File: src/rtl/pc_fetch.sv
// Fetch stage: owns the program counter, fetches each instruction over a
// req/ack handshake, presents it to decode/execute and selects the next PC
// from the downstream branch decision.
module pc_fetch #(
  parameter logic [31:0] RESET_PC = 32'h0000_0000
) (
  input  logic        clk,
  input  logic        rst_n,
  input  logic [1:0]  pc_src,
  input  logic [15:0] br_offset,
  input  logic [25:0] j_target,
  input  logic [31:0] jr_addr,
  input  logic        stall,
  output logic        imem_req,
  output logic [31:0] imem_addr,
  input  logic        imem_ack,
  input  logic [31:0] imem_rdata,
  output logic [31:0] instr,
  output logic        instr_valid,
  output logic [31:0] pc,
  output logic [31:0] pc_plus4,
  output logic        addr_err,
  output logic [31:0] retired
);

  typedef enum logic [1:0] {
    IDLE,
    FETCH,
    EXEC
  } state_t;

  state_t      state;
  state_t      state_nxt;
  logic [31:0] next_pc;
  logic [31:0] br_disp;
  logic        jr_misaligned;
  logic        exec_done;

  assign imem_addr     = pc;
  assign pc_plus4      = pc + 32'd4;
  assign br_disp       = {{14{br_offset[15]}}, br_offset, 2'b00};
  assign jr_misaligned = (pc_src == 2'b11) && (jr_addr[1:0] != 2'b00);
  assign exec_done     = (state == EXEC) && !stall;

  // Next-PC mux driven by the branch decision.
  always_comb begin
    next_pc = pc_plus4;
    case (pc_src)
      2'b00: next_pc = pc_plus4;
      2'b01: next_pc = {pc_plus4[31:28], j_target, 2'b00};
      2'b10: next_pc = pc_plus4 + br_disp;
      2'b11: next_pc = {jr_addr[31:2], 2'b00};
      default: next_pc = pc_plus4;
    endcase
  end

  // Next-state logic for the IDLE -> FETCH <-> EXEC cycle.
  always_comb begin
    state_nxt = state;
    case (state)
      IDLE:    state_nxt = FETCH;
      FETCH:   if (imem_ack) state_nxt = EXEC;
      EXEC:    if (!stall) state_nxt = FETCH;
      default: state_nxt = IDLE;
    endcase
  end

  // State register.
  always_ff @(posedge clk) begin
    if (!rst_n) state <= IDLE;
    else        state <= state_nxt;
  end

  // Datapath registers: PC, latched instruction, handshake, error pulse, counter.
  always_ff @(posedge clk) begin
    if (!rst_n) begin
      pc          <= RESET_PC;
      imem_req    <= 1'b0;
      instr       <= '0;
      instr_valid <= 1'b0;
      addr_err    <= 1'b0;
      retired     <= '0;
    end else begin
      addr_err <= 1'b0;
      case (state)
        IDLE: imem_req <= 1'b1;
        FETCH: begin
          if (imem_ack) begin
            instr       <= imem_rdata;
            instr_valid <= 1'b1;
            imem_req    <= 1'b0;
          end
        end
        EXEC: begin
          if (exec_done) begin
            pc          <= next_pc;
            instr_valid <= 1'b0;
            retired     <= retired + 32'd1;
            imem_req    <= 1'b1;
            addr_err    <= jr_misaligned;
          end
        end
        default: imem_req <= 1'b0;
      endcase
    end
  end

endmodule

File: config.mk
export PLATFORM = sky130hd
export DESIGN_NAME = pc_fetch
export DESIGN_NICKNAME = d
export VERILOG_FILES = /design/src/rtl/pc_fetch.sv
export SDC_FILE = /design/constraint.sdc
export NUM_CORES = 1
export LEC_CHECK = 0
export ABC_AREA = 1
export BUFFER_PORTS_ARGS = -buffer_cell sky130_fd_sc_hd__buf_2
export CAP_MARGIN = 30
export CORE_MARGIN = 1
export CORE_UTILIZATION = 39
export DETAILED_ROUTE_END_ITERATION = 8
export PLACE_DENSITY = 0.72
export SLEW_MARGIN = 20
export SYNTH_ARGS = -nofsm -noshare
export SYNTH_HDL_FRONTEND = slang
export SYNTH_SLANG_ARGS = --single-unit
File: constraint.sdc
create_clock -name clk -period 2.7 [get_ports clk]
set_input_delay 0.54 -clock clk [delete_from_list [all_inputs] [get_ports clk]]
set_output_delay 0.54 -clock clk [all_outputs]
set_load 0.01 [all_outputs]
== Yosys cells after proc, flatten, opt, wreduce, memory -nomap -nowiden ==
Cells that the tools add are included.

* Bits in registers: 101
* Input port bits: 112
* Logic and storage cells: 41

* Add/subtract/negate cells: 3
* Equality and inequality tests: 8
* Multiplexer cells: 10
* Reductions and logical operators: 13

{| class="wikitable"
|+ Operators with widths
! cell !! number
|-
| 32-bit one-hot mux with 4 select lines || 1
|-
| 32-bit by 1-bit adder with 32-bit output (second input constant) || 1
|-
| 32-bit by 3-bit adder with 32-bit output (second input constant) || 1
|-
| 32-bit adder || 1
|-
| 2-bit AND reduction || 4
|-
| 2-bit == test (second input constant) || 3
|-
| 2-bit inequality test (second input constant) || 3
|-
| 2-bit one-hot mux with 3 select lines || 1
|-
| 3-bit AND reduction || 2
|-
| 2-bit by 1-bit == test with 1-bit output (second input constant) || 2
|-
| 2-bit zero test || 2
|-
| 1-bit two-way mux || 4
|-
| 2-bit two-way mux || 2
|-
| 2-bit nonzero test || 2
|-
| 1-bit one-hot mux with 3 select lines || 1
|-
| 1-bit logical AND || 2
|-
| 1-bit one-hot mux with 2 select lines || 1
|-
| 1-bit zero test || 1
|}

== Logic depth before layout (Yosys ltp) ==
* Word-level depth: 4
* Gate-level depth with buffers: 24
* Mapped depth without buffers: 24

== Least setup slack after synthesis ==
Ideal clock, no wire load.

* Path type: register to register
* Start point: reg pc[3] (netlist: imem_addr[3])
* End point: reg pc[15] (netlist: imem_addr[15])
* Data arrival time: 2.717 ns
* Data required time: 2.568 ns
* Setup slack: -0.150 ns
* Stages on the path, launching flop included: 19
* Path buffers: 0
* Period minus slack after synthesis: 2.850 ns
* Cell sequence: dfxtp_1 > ha_1 > nand2_1 > nor3_1 > and2_1 > nand3_1 > nand2_1 > inv_1 > ha_1 > nand2_1 > nor2_1 > and2_1 > nand2_1 > nand2_1 > or2_2 > nand3_1 > nand2_1 > nand2_1 > a21oi_1

* Word-level cells in the longest chain between the ends: 3

{| class="wikitable"
|+ Ends and longest elaborated chain
! element !! RTL line !! source
|-
| start: declaration || 20 || <nowiki>output logic [31:0] pc,</nowiki>
|-
| start signal: assignment || 96 || <nowiki>pc <= next_pc;</nowiki>
|-
| 32-bit by 3-bit adder with 32-bit output || 40 || <nowiki>assign pc_plus4 = pc + 32'd4;</nowiki>
|-
| via pc_plus4[14] || 21 || <nowiki>output logic [31:0] pc_plus4,</nowiki>
|-
| 32-bit adder || 51 || <nowiki>2'b10: next_pc = pc_plus4 + br_disp;</nowiki>
|-
| 32-bit one-hot mux with 4 select lines || 48 || <nowiki>case (pc_src)</nowiki>
|}

The timed path passes the listed nets, and every way through them passes these cells.
A chain may end at the register's enable or synchronous reset.

== Final worst setup path ==
* Start point: reg pc[7] (netlist: imem_addr[7])
* End point: reg pc[21] (netlist: imem_addr[21])

* Word-level cells in the longest chain between the ends: 3

{| class="wikitable"
|+ Ends and longest elaborated chain
! element !! RTL line
|-
| 32-bit by 3-bit adder with 32-bit output * || 40
|-
| 32-bit adder || 51
|-
| 32-bit one-hot mux with 4 select lines * || 48
|}

Every way passes the cells marked *; elsewhere a longest branch is shown, timed or not.

==> flow_metrics.py <==
metrics = {
    "status": {
        "status": "finished with violations",
        "violations": "setup timing",
    },
    "floorplan": {
        "ios": 275,
        "num_rows": 52,
        "die_y_um": 148,
        "coreArea_um2": 20500,
        "die-area_um2": 21800,
        "fp.dieW_um": 148,
        "initial_utilization_pct": 40.4,
    },
    "clocking": {
        "numCtsBuffers": 9,
        "clkSlewWorstSetupHoldPaths_ns": 0.07,
        "cts-root-buf": "clkbuf_16",
        "clk_path_buf_depth": 2,
        "clock_insertion_delay_worst_skew_ns": 0.35,
        "cts.sinks": 98,
        "holdBufCountCts": 0,
        "htree_num_levels": 3,
        "cts_tree": "done",
    },
    "sta": {
        "rsz0062_at_grt": "yes",
        "slew_violations": 0,
        "slew-limit-headroom_pct": 43.6,
        "hold_viol": 0,
        "fmax_mhz": 343,
        "setup_ws_ns": -0.212,
        "skew_ns": 0.0117,
        "period_share_pct": 108,
        "min_period_ns": 2.91,
        "worst_pin_slew_ns": 0.846,
        "finalSetupViolations": 21,
    },
    "global_routing": {
        "grt_pass1_vias": 10165,
        "grt_pass1_wl_um": 52000,
        "antenna_found_initial": 0,
        "grt_max_degree": 56,
        "grt_usage_pct": 30.2,
        "grt_overflow": 0,
    },
    "placement": {
        "post-dp-hpwl_um": 26200,
        "io_buffers": 268,
        "dp_cells": 2057,
        "gp_congestion": 0.972,
    },
    "layout": {
        "multiInputGateArea_um2": 6670,
        "drive_above_1_share_pct": 49.1,
        "final_common_cell": "nand2_1",
        "final_cell_mix": "315 x nand2_1, 268 x buf_2, 242 x buf_4",
        "final-seq-area_um2": 2000,
        "syn_to_final_growth_pct": 62.3,
        "fin_cells": 2127,
        "fill_cells": 1775,
        "nets": 2003,
        "diodes": 0,
    },
    "logic_synthesis": {
        "synthAdderAreaFrac_pct": 5.84,
        "yosysWarningCount": 0,
        "syn_inst": 1385,
        "synth_mux_area_share_pct": 0,
        "synth-edff-count": 0,
        "synth.distinct_cells": 46,
        "synth_seq_cells": 98,
        "synth_compound_area_share_pct": 13.1,
        "synthSimpleGateAreaFrac_pct": 40.1,
        "async_flop_share_pct": 0,
        "yosysSeqAreaShare_pct": 23.7,
        "synth_top_family_by_area": "simple AND/OR/NAND/NOR gates",
        "synth_area_um2": 8270,
        "yosys_most_used_dff": "dfxtp_1",
        "avgSynthCellArea_um2": 5.97,
        "synth_xor_area_share_pct": 3.16,
    },
    "critical_path": {
        "cpPeakStageDelay_ns": 0.37,
        "cp_top_family": "simple AND/OR/NAND/NOR gates",
        "end_kind": "register",
        "slowest_stage": "dfxtp_4",
        "critical_path_arrival_ns": 3.17,
        "cp_max_fo": 4,
        "path_buf_inv": 5,
        "worst-setup-path-type": "register to register",
        "worst-endpoint-required_ns": 2.96,
        "path_cells": "inv_4 -> buf_4 -> nor3_4 -> and2_4 -> nand4_1 -> nand2_1 -> inv_2 -> ha_1 -> nand2_1 -> nand2_1 -> a21oi_2 -> buf_4 -> inv_2 -> a21oi_2 -> nand3_1 -> nand2_1 -> nand3_1 -> nand2_1 -> nand2_2 -> a21oi_1",
        "cp_common_cell": "nand2_1",
        "cp-start-kind": "register",
    },
    "drt": {
        "drtPass1Iterations": 5,
        "via_per_inst": 5.21,
        "vias": 11072,
        "antenna_left": 0,
        "drt-total-wl_um": 34700,
        "drt-wirelength-per-cell_um": 16.3,
        "drc_errors": 0,
        "drt_iter0_markers": 824,
    },
    "worst_hold_path": {
        "min_path_type": "register to register",
    },
    "power_and_ir_drop": {
        "power_density_nw_per_um2": 284,
        "finalPower_mw": 3.82,
        "p_leak_nw": 6.82,
        "peakVddDrop_v": 0.000342,
    },
    "job": {
        "maxCapViolations": 0,
    },
}
-- tightest hold or removal path: stages (launching register included) --
cell	delay, ns
dfxtp_1	0.30
nand2_1	0.06
a21oi_1	0.05
-- cell families after synthesis --
group / after synthesis
buffers and inverters: 270
other: 1
DFF: 98
adders and majority gates: 38
and+or+nand+nor: 757
xor gates and xnor gates: 29
AOI/OAI and AO/OA: 192
-- cells in the mapped netlist, types with 2 or more instances --
master / number / share of area (%)
nand2_1: 434 / 20
inv_1: 190 / 8.6
a21oi_1: 120 / 7.3
nand3_1: 116 / 7.0
dfxtp_1: 98 / 24
nor2_1: 95 / 4.3
ha_1: 37 / 5.6
buf_4: 36 / 3.3
clkbuf_1: 35 / 1.6
o21ai_0: 32 / 1.9
nor3_1: 29 / 1.8
nand4_1: 28 / 2.1
a221oi_1: 21 / 2.2
xor2_1: 21 / 2.2
nor2_2: 9 / 0.68
or2_2: 9 / 0.68
nand2_2: 8 / 0.61
nand3b_1: 7 / 0.64
xnor2_1: 7 / 0.74
nor3_2: 5 / 0.61
and2_1: 4 / 0.30
nor2_4: 4 / 0.54
nor4_1: 4 / 0.30
a31oi_1: 3 / 0.23
buf_2: 3 / 0.18
inv_2: 3 / 0.14
o21a_1: 3 / 0.27
o21bai_1: 3 / 0.27
a211oi_1: 2 / 0.18
a21o_1: 2 / 0.18
o21ai_1: 2 / 0.12
-- layout make-up --
cell class | count | share of cell area (%)
multi-input combinational | 1022 | 49.7
timing repair buffer | 527 | 25.2
sequential | 98 | 14.9
inverter | 195 | 5.56
tap | 270 | 2.52
clock buffer | 10 | 1.78
clock inverter | 5 | 0.466
-- where the power goes --
group / leakage (nW) / internal [mW] / switching [mW] / total, mW
Clock: 0.147 / 0.748 / 0.585 / 1.33
Sequential: 0.803 / 1.48 / 0.0243 / 1.50
Combinational: 5.87 / 0.424 / 0.561 / 0.985
-- layer usage --
metal	routed length (µm)	global-route usage (%)	share of wire, %	up-vias
met5	0	0	0	-
met4	1470	12.4	4.2	0
met3	2790	4.38	8.1	87
met2	16300	49.8	47	514
met1	14100	39.4	41	5110
li1	-	-	-	5361
-- worst paths after layout --
path                             startpoint                          to  slack [ns]  cells after the start
setup / recovery  imem_addr[7]$_SDFFE_PN0P_  imem_addr[21]$_SDFFE_PN0P_       -0.21                     20
hold / removal        instr[9]$_SDFFE_PN0P_       instr[9]$_SDFFE_PN0P_        0.46                      2
setup reg to reg  imem_addr[7]$_SDFFE_PN0P_  imem_addr[21]$_SDFFE_PN0P_       -0.21                     20
hold reg to reg       instr[9]$_SDFFE_PN0P_       instr[9]$_SDFFE_PN0P_        0.46                      2
-- per-stage QoR --
stage                     TNS [ns]  area [µm²]  hold WS [ns]  util [%]  setup WS [ns]
final                        -2.11       13400         0.457      65.5         -0.212
after global routing         -5.74       13400         0.473      65.5         -0.411
after CTS                    -1.13       12600         0.456      61.5         -0.146
after detailed placement     -8.25       11100         0.450      54.3         -0.573
after global placement       -8.15       11100         0.446      54.3         -0.669
after floorplan                  0        8310         0.486         -       0.000343
-- registers in the layout, indices dropped and copies added (netlist names) --
signal / count
addr_err: 1
state: 1
imem_req: 1
instr_valid: 1
retired: 32
imem_addr: 30
instr: 32
-- timing repair --
item	in CTS	in global routing
setup buffers	34	24
setup endpoints to repair	27	30
gates resized for setup	228	192
pin swaps	67	87
No activity file was read; power rests on OpenSTA's default activity.
